[src/rtl/sevenseg_scroll_ctrl_pkg.sv]
// Shared definitions for the 7-segment message window and its display driver.
package sevenseg_scroll_ctrl_pkg;

  localparam int CHAR_W     = 5;
  localparam int NUM_DIGITS = 8;

  // Code written into digits that hold no character.
  localparam logic [CHAR_W-1:0] BLANK_CODE = 5'd31;

  typedef logic [CHAR_W-1:0] char_t;

  // Window controller sequencing: wait for a tick, then perform one window operation.
  typedef enum logic [1:0] {
    IDLE  = 2'd0,
    SHIFT = 2'd1,
    BKSP  = 2'd2
  } state_t;

endpackage

[src/rtl/sevenseg_scroll_ctrl_char_fifo.sv]
// Synchronous FIFO for pending characters. Push into a full FIFO and pop from an
// empty one are ignored. Flush empties the FIFO in one cycle.
module char_fifo #(
  parameter int DEPTH = 4,
  parameter int WIDTH = 5
) (
  input  logic                     clk,
  input  logic                     rst,
  input  logic                     push,
  input  logic [WIDTH-1:0]         push_data,
  input  logic                     pop,
  output logic [WIDTH-1:0]         pop_data,
  input  logic                     flush,
  output logic                     full,
  output logic                     empty,
  output logic [$clog2(DEPTH):0]   count
);

  localparam int AW = $clog2(DEPTH);
  localparam int CW = AW + 1;

  logic [WIDTH-1:0] mem [DEPTH];
  logic [AW-1:0]    wr_ptr;
  logic [AW-1:0]    rd_ptr;
  logic             do_push;
  logic             do_pop;

  assign full     = (count == CW'(DEPTH));
  assign empty    = (count == '0);
  assign do_push  = push & ~full & ~flush;
  assign do_pop   = pop & ~empty & ~flush;
  assign pop_data = mem[rd_ptr];

  // Pointer and occupancy bookkeeping; pointers wrap naturally since DEPTH is a power of 2.
  always_ff @(posedge clk) begin
    if (rst || flush) begin
      wr_ptr <= '0;
      rd_ptr <= '0;
      count  <= '0;
    end else begin
      // NOTE: sequential state uses non-blocking assignments so every register
      // samples the pre-edge values, independent of statement order.
      if (do_push) wr_ptr <= wr_ptr + AW'(1);
      if (do_pop)  rd_ptr <= rd_ptr + AW'(1);
      case ({do_push, do_pop})
        2'b10:   count <= count + CW'(1);
        2'b01:   count <= count - CW'(1);
        default: count <= count;
      endcase
    end
  end

  // Storage write port.
  // NOTE: the storage array is deliberately not reset; occupancy and pointers
  // alone decide which entries are meaningful, so the data needs no initial value.
  always_ff @(posedge clk) begin
    if (do_push) mem[wr_ptr] <= push_data;
  end

endmodule

[src/rtl/sevenseg_scroll_ctrl.sv]
// Message-window controller for the 8-digit multiplexed 7-segment array.
// Buffers incoming character codes and, once per scroll tick, either shifts the
// next character in from the right or performs a pending backspace.
module sevenseg_scroll_ctrl
  import sevenseg_scroll_ctrl_pkg::CHAR_W,
         sevenseg_scroll_ctrl_pkg::NUM_DIGITS,
         sevenseg_scroll_ctrl_pkg::char_t,
         sevenseg_scroll_ctrl_pkg::state_t,
         sevenseg_scroll_ctrl_pkg::IDLE,
         sevenseg_scroll_ctrl_pkg::SHIFT,
         sevenseg_scroll_ctrl_pkg::BKSP;
#(
  parameter int                FIFO_DEPTH = 4,
  parameter int                SCROLL_DIV = 12500000,
  parameter logic [CHAR_W-1:0] BLANK_CODE = sevenseg_scroll_ctrl_pkg::BLANK_CODE
) (
  input  logic                          iCLK,
  input  logic                          iRST,
  input  logic [CHAR_W-1:0]             iChar,
  input  logic                          iChar_valid,
  output logic                          oChar_ready,
  input  logic                          iBackspace,
  input  logic                          iClear,
  output logic [CHAR_W-1:0]             char0,
  output logic [CHAR_W-1:0]             char1,
  output logic [CHAR_W-1:0]             char2,
  output logic [CHAR_W-1:0]             char3,
  output logic [CHAR_W-1:0]             char4,
  output logic [CHAR_W-1:0]             char5,
  output logic [CHAR_W-1:0]             char6,
  output logic [CHAR_W-1:0]             char7,
  output logic [$clog2(FIFO_DEPTH):0]   oPending,
  output logic                          oBusy
);

  localparam int CNT_W  = (SCROLL_DIV > 1) ? $clog2(SCROLL_DIV) : 1;
  localparam int PEND_W = $clog2(FIFO_DEPTH) + 1;

  logic [CNT_W-1:0]  tick_cnt;
  logic              tick;
  state_t            state;
  state_t            state_nxt;
  logic              bs_pend;
  char_t             win [NUM_DIGITS];

  logic              fifo_push;
  logic              fifo_pop;
  logic              fifo_full;
  logic              fifo_empty;
  char_t             fifo_head;
  logic [PEND_W-1:0] fifo_count;

  assign tick = (tick_cnt == CNT_W'(SCROLL_DIV - 1));

  // A push that coincides with a clear is dropped along with the FIFO contents.
  assign oChar_ready = ~fifo_full;
  assign fifo_push   = iChar_valid & oChar_ready & ~iClear;
  assign fifo_pop    = (state == SHIFT) & ~iClear;

  char_fifo #(
    .DEPTH (FIFO_DEPTH),
    .WIDTH (CHAR_W)
  ) u_fifo (
    .clk       (iCLK),
    .rst       (iRST),
    .push      (fifo_push),
    .push_data (iChar),
    .pop       (fifo_pop),
    .pop_data  (fifo_head),
    .flush     (iClear),
    .full      (fifo_full),
    .empty     (fifo_empty),
    .count     (fifo_count)
  );

  // Free-running scroll pacer; only reset and clear restart it.
  always_ff @(posedge iCLK) begin
    if (iRST || iClear) tick_cnt <= '0;
    else if (tick)      tick_cnt <= '0;
    else                tick_cnt <= tick_cnt + CNT_W'(1);
  end

  // Sequencer state register.
  always_ff @(posedge iCLK) begin
    if (iRST) state <= IDLE;
    else      state <= state_nxt;
  end

  // Next-state selection: on a tick, a pending backspace beats a pending character.
  always_comb begin
    // NOTE: every combinational output gets a default first so no path can
    // leave it unassigned and infer a latch.
    state_nxt = state;
    case (state)
      IDLE: begin
        if (tick) begin
          if (bs_pend)          state_nxt = BKSP;
          else if (!fifo_empty) state_nxt = SHIFT;
        end
      end
      SHIFT:   state_nxt = IDLE;
      BKSP:    state_nxt = IDLE;
      default: state_nxt = IDLE;
    endcase
    if (iClear) state_nxt = IDLE;
  end

  // Backspace request flag; a new pulse during an executing backspace re-arms it.
  always_ff @(posedge iCLK) begin
    if (iRST || iClear)      bs_pend <= 1'b0;
    else if (iBackspace)     bs_pend <= 1'b1;
    else if (state == BKSP)  bs_pend <= 1'b0;
  end

  // Window shift register: left shift appends the FIFO head, right shift undoes the newest char.
  always_ff @(posedge iCLK) begin
    if (iRST || iClear) begin
      for (int i = 0; i < NUM_DIGITS; i++) win[i] <= BLANK_CODE;
    end else begin
      case (state)
        SHIFT: begin
          for (int i = 0; i < NUM_DIGITS - 1; i++) win[i] <= win[i+1];
          win[NUM_DIGITS-1] <= fifo_head;
        end
        BKSP: begin
          for (int i = 1; i < NUM_DIGITS; i++) win[i] <= win[i-1];
          win[0] <= BLANK_CODE;
        end
        default: ;
      endcase
    end
  end

  assign char0 = win[0];
  assign char1 = win[1];
  assign char2 = win[2];
  assign char3 = win[3];
  assign char4 = win[4];
  assign char5 = win[5];
  assign char6 = win[6];
  assign char7 = win[7];

  assign oPending = fifo_count;
  assign oBusy    = (fifo_count != '0) | bs_pend;

endmodule

[config.mk]
export PLATFORM = sky130hd
export DESIGN_NAME = sevenseg_scroll_ctrl
export DESIGN_NICKNAME = d
export VERILOG_FILES = /design/src/rtl/sevenseg_scroll_ctrl_pkg.sv /design/src/rtl/sevenseg_scroll_ctrl_char_fifo.sv /design/src/rtl/sevenseg_scroll_ctrl.sv
export SDC_FILE = /design/constraint.sdc
export NUM_CORES = 1
export LEC_CHECK = 0
export ABC_AREA = 1
export BUFFER_PORTS_ARGS = -buffer_cell sky130_fd_sc_hd__buf_2
export CORE_MARGIN = 10
export CORE_UTILIZATION = 40
export CTS_CLUSTER_DIAMETER = 80
export CTS_CLUSTER_SIZE = 16
export DETAILED_ROUTE_END_ITERATION = 8
export GPL_TIMING_DRIVEN = 0
export MAX_ROUTING_LAYER = met4
export SLEW_MARGIN = 20
export SYNTH_ARGS = -nofsm -noshare
export SYNTH_HDL_FRONTEND = slang
export SYNTH_SLANG_ARGS = --single-unit
export TNS_END_PERCENT = 50
[constraint.sdc]
create_clock -name iCLK -period 4.05 [get_ports iCLK]
set_input_delay 0.81 -clock iCLK [delete_from_list [all_inputs] [get_ports iCLK]]
set_output_delay 0.81 -clock iCLK [all_outputs]
set_load 0.05 [all_outputs]
# == Word-level counts from Yosys, hierarchy flattened ==
# Memories as Yosys holds them, arrays and structs flattened. A register that Yosys moved wholly into a read port is not among the register bits.
# Index checks and enable logic that the tools add are counted.
# op_classes
addsub,5
eq_ne,7
muxes,33
n_bitwise,28
reduce_logical,9
# op_table
cell,count
two-way mux 5 bit,16
"adder 24 x 1 -> 24 bit, second input constant",1
"equality test 24 bit, second input constant",1
bitwise OR 1 bit,17
two-way mux 1 bit,12
two-way mux 2 bit,4
AND 1 bit,7
one-hot mux 3 bit (2 select lines),1
"adder 2 x 1 -> 2 bit, second input constant",2
"equality test 2 x 1 -> 1 bit, second input constant",2
"equality test 2 bit, second input constant",2
NOT 1 bit,4
nonzero test 2 bit,2
"adder 3 x 1 -> 3 bit, second input constant",1
"equality test 3 bit, second input constant",1
zero test 3 bit,1
nonzero test 3 bit,1
OR reduction 3 bit,1
"subtractor 3 x 1 -> 3 bit, second input constant",1
zero test 2 bit,1
"!= test 2 bit, second input constant",1
AND reduction 2 bit,1
OR reduction 2 bit,1
logical OR 1 bit,1
# word_totals
regBits,34
mem_bits_rw,60
input_bits,10
output_inout_bits,45
elab_cells,90
memories,2
# mem_list
name,depth,width,rd,rd_clocked_by_memory_dff,write_ports,line_no,rtl
win,8,5,8,0,8,sevenseg_scroll_ctrl.sv:44,char_t win [NUM_DIGITS];
u_fifo.mem,4,5,1,1,1,sevenseg_scroll_ctrl_char_fifo.sv:22,logic [WIDTH-1:0] mem [DEPTH];

# == Logic depth before layout (Yosys ltp) ==
# logic_depth
depth_word,8
mapped_depth,12

# == By module ==
# A second synthesis with hierarchy kept.
# hier_totals
hier_cells,476
hier_area_um2,4433.0
# modules_own_cells
module,n_inst,cells_each,area_each_um2,seq_area_each_um2
sevenseg_scroll_ctrl,1,353,3140.5,1741.7
char_fifo,1,123,1292.5,780.7

# == Least setup slack after synthesis ==
# OpenSTA, ideal clock, no wires.
# synth_path
path_kind,register -> register
from,reg u_fifo.count[2]
to,reg u_fifo.count[2]
arrival_ps,2566
slack_ps,1362
stages_incl_launch_ff,12
period_less_slack_ps,2688
path_cell_list,dfxtp_1 -> nand3_1 -> nand2_1 -> nor2_1 -> inv_1 -> ha_1 -> inv_1 -> fa_1 -> a21oi_1 -> o21ai_0 -> o21ai_0 -> a21oi_1
# synth_via
elab_chain_cells,8
# synth_lines
element,line_no,rtl
start: declaration,sevenseg_scroll_ctrl_char_fifo.sv:16,output logic [$clog2(DEPTH):0] count
start signal: assignment,sevenseg_scroll_ctrl_char_fifo.sv:46,2'b10: count <= count + CW'(1);
start signal: assignment,sevenseg_scroll_ctrl_char_fifo.sv:47,2'b01: count <= count - CW'(1);
start signal: assignment,sevenseg_scroll_ctrl_char_fifo.sv:48,default: count <= count;
equality test 3 bit (*),sevenseg_scroll_ctrl_char_fifo.sv:28,assign full = (count == CW'(DEPTH));
NOT 1 bit (*),sevenseg_scroll_ctrl.sv:56,assign oChar_ready = ~fifo_full;
net oChar_ready,sevenseg_scroll_ctrl.sv:21,"output logic oChar_ready,"
AND 1 bit (2 in series),sevenseg_scroll_ctrl.sv:57,assign fifo_push = iChar_valid & oChar_ready & ~iClear;
AND 1 bit (*) (2 in series),sevenseg_scroll_ctrl_char_fifo.sv:30,assign do_push = push & ~full & ~flush;
equality test 2 x 1 -> 1 bit or equality test 2 bit (tied branches),sevenseg_scroll_ctrl_char_fifo.sv:45,"case ({do_push, do_pop})"
one-hot mux 3 bit (2 select lines) or nonzero test 2 bit (tied branches),--,
# The timed path passes the listed nets; every way through them passes the cells marked *.
# A chain may end at the register's enable or synchronous reset.

==> impl_metrics.csv <==
group,metric,value,unit
clock_tree,postCtsSetupBuffers,0,
clock_tree,clock_sinks,96,
global_route,grt_pass1_vias,3254,
global_route,grt_pass1_wl,16000,um
cells_and_area,nFillCells,1047,
pwr,p_clk_share,36.2,%
cells_and_area,final_common_cell,"nor2_1",
floorplan,rows,37,
cells_and_area,syn_to_final_growth,14.6,%
critical_path,crit_path_cell_trace,"buf_2 -> nor2_1 -> buf_4 -> inv_2 -> nor2_4 -> nand2_1",
yosys,synth_top_area_cell,"edfxtp_1",
pwr,switching_share,22.8,%
pwr,p_switching,399,uW
placement,placed_area,4780,sq um
critical_path,path_depth,6,
clock_tree,clockBufferDepth,2,
yosys,synth_seq_cells,96,
critical_path,max_stage_delay,0.55,ns
global_route,grtUsageTotal,13.5,%
yosys,avgSynthCellArea,8.98,sq um
global_route,antenna_found_initial,0,
critical_path,path_class,"in2reg",
yosys,synth_nets,500,
critical_path,end_kind,"flop",
sta,fmax,425,MHz
sta,maxSlewHeadroom,42.8,%
pwr,p_leak,1.62,nW
drt,drcViolationCount,0,
sta,worstMarginPinSlew,0.856,ns
critical_path,cp_max_fo,20,
critical_path,rrSetupSlack,1.90,ns
yosys,ys_warn_count,0,
drt,vias_per_cell,5.05,
cells_and_area,drive_above_1_share,16.3,%
critical_path,required,3.97,ns
hold_path,holdCritStartpoint,"bs_pend$_SDFFE_PP0P_",
hold_path,hp-class,"reg2reg",
pwr,ir_drop,143,uV
critical_path,reg2reg_from,"u_fifo.count[0]$_SDFFE_PP0P_",
sta,fin_crit,2.35,ns
yosys,synthCells,483,
cells_and_area,diodes,0,
floorplan,initial_utilization,41.4,%
outcome,status,"completed",
clock_tree,insertion_delay,0.37,ns
placement,dp.cells,673,
critical_path,rr_worst_depth,12,
hold_path,min_to,"state[1]$_SDFFE_PP0P_",
drt,ant_nets,0,
sta,finalHoldViolCount,0,
critical_path,cp-start-kind,"primary input",
sta,tns,0,ns
hold_path,hold_depth,2,
sta,rsz0062_at_grt,"no",
cells_and_area,fin_nets,565,
pwr,power_frac_seq,60.0,%
drt,num_vias,3482,
drt,first_iter_violations,313,
cells_and_area,multiInputGateArea,1540,sq um
clock_tree,postCtsHoldBufs,0,
global_route,grt_max_degree,21,
clock_tree,cts_resized,0,
floorplan,die_area,15400,sq um
sta,finalClockSkew,0.0119,ns
sta,post-route-period-util,58.1,%
floorplan,core,10500,sq um
cells_and_area,stdcell_area,4970,sq um
pwr,internal_power,1.35,mW
yosys,yosysTopAreaCellShare,41.6,%
cells_and_area,regArea,2520,sq um
pwr,cellPowerDensity,352,nW/um^2
drt,wl,10000,um
clock_tree,cts.htree.levels,3,
cells_and_area,fin_cells,689,
placement,place_congestion,0.906,
drt,wire_per_inst,14.5,um
sta,setup_viol,0,
critical_path,worst_path_max_delay_cell,"nand2_1",
floorplan,fp.dieW,124,um
placement,io_buffers,54,
clock_tree,cts.clk_slew.worst_paths,0.10,ns
clock_tree,root_buffer,"clkbuf_8",
critical_path,r2r-end,"u_fifo.count[2]$_SDFFE_PP0P_",
drt,first_pass_iters,5,
job,max_cap_viol_count,0,
critical_path,worst_ep_arrival_time,2.27,ns
cells_and_area,final_cell_mix,"nor2_1 (90), nand2_1 (85), edfxtp_1 (60), buf_2 (58), o21ai_0 (55)",
yosys,yosys-top-cells-area,"edfxtp_1 (42%), dfxtp_1 (17%), nor2_1 (7.8%), nand2_1 (7.4%), o21ai_0 (6.3%)",
yosys,ys_seq_area_share,58.2,%
critical_path,critPathTopFamily,"simple AND/OR/NAND/NOR gates",
floorplan,io_pins,55,
clock_tree,cts_tree,"yes",
sta,drv_slew,0,
global_route,overflow,0,
floorplan,die_h,124,um
placement,dp_hpwl,7550,um
critical_path,path_buf_inv,3,
cells_and_area,final_core_util,47.5,%
yosys,yosysUniqueCellTypes,30,
yosys,syn_area,4340,sq um
clock_tree,cts_made_buffers,9,
pwr,combPwrFrac,3.8,%
==> area by class of cell <==
class / count / share of cell area, %
multi-input cells: 321 / 31.0
inverters: 53 / 4.00
clock inverters: 6 / 1.31
flip-flops and latches: 96 / 50.8
repair buffers: 54 / 5.44
clock buffers: 10 / 2.57
plain buffers: 13 / 1.49
well taps: 136 / 3.42
==> Yosys cell counts, drive strengths merged <==
| cell type | count |
|---|---|
| nand3b | 1 |
| xnor2 | 4 |
| o21bai | 1 |
| edfxtp | 60 |
| inv | 53 |
| nor2 | 94 |
| buf | 7 |
| dfxtp | 36 |
| o21ai | 59 |
| clkbuf | 6 |
| ha | 6 |
| o22ai | 5 |
| nand3 | 25 |
| or2 | 1 |
| xor2 | 8 |
| a31oi | 5 |
| fa | 1 |
| nand2 | 88 |
| nor3 | 2 |
| a21oi | 16 |
| nand4 | 5 |
==> worst max path at each step <==
stage / start / to
global route: iClear / win[0][9]$_DFFE_PP_
finish: iClear / win[0][9]$_DFFE_PP_
CTS: iClear / win[0][1]$_SDFFCE_PN1P_
floorplan: u_fifo.count[2]$_SDFFE_PP0P_ / u_fifo.count[2]$_SDFFE_PP0P_
global placement: iClear / win[0][5]$_DFFE_PP_
detailed placement: iClear / win[0][5]$_DFFE_PP_
==> through the flow <==
step | setup WS, ns | hold WS (ns) | power, mW
6_report | 1.70 | 0.461 | 1.75
5_1_grt | 1.58 | 0.490 | 1.80
4_1_cts | 1.69 | 0.461 | 1.76
3_5_place_dp | 1.30 | 0.436 | 1.14
3_3_place_gp | 1.32 | 0.440 | 1.14
2_1_floorplan | 1.36 | 0.422 | 1.11
==> worst min-delay path: stages (launching register included) <==
cell and delay [ns]:
dfxtp_1 0.33, nand2_1 0.06, nor2_1 0.03
==> routing by layer <==
| metal | share of wire, % | global-route usage [%] | up-vias |
|---|---|---|---|
| li1 | - | - | 1726 |
| met1 | 47 | 17.9 | 1622 |
| met2 | 45 | 19.7 | 121 |
| met3 | 6.6 | 2.40 | 13 |
| met4 | 1.9 | 6.12 | 0 |
| met5 | 0 | - | - |
==> power groups by stage <==
stage	Combinational [mW]	Sequential (mW)	Clock, mW
after floorplan	0.0345	1.08	0
after global placement	0.0658	1.07	0
after detailed placement	0.0675	1.07	0
after CTS	0.0678	1.05	0.646
after global routing	0.0733	1.05	0.675
final	0.0666	1.05	0.632
==> cells by family after synthesis <==
kind of cell,share of synthesized area (%)
buffers and inverters,6.29
xor gates and xnor gates,2.42
adders and majority gates,2.19
AOI/OAI and AO/OA,10.4
DFF,58.2
and+or+nand+nor,20.5
==> sequential cells by signal (all words and copies together) (netlist names), named ones only <==
| register | count |
|---|---|
| u_fifo.wr_ptr | 2 |
| state | 2 |
| tick_cnt | 24 |
| u_fifo.rd_ptr | 2 |
| win | 40 |
| u_fifo.count | 3 |
| bs_pend | 1 |
| u_fifo.mem | 20 |
No activity file was read; power rests on OpenSTA's default activity.
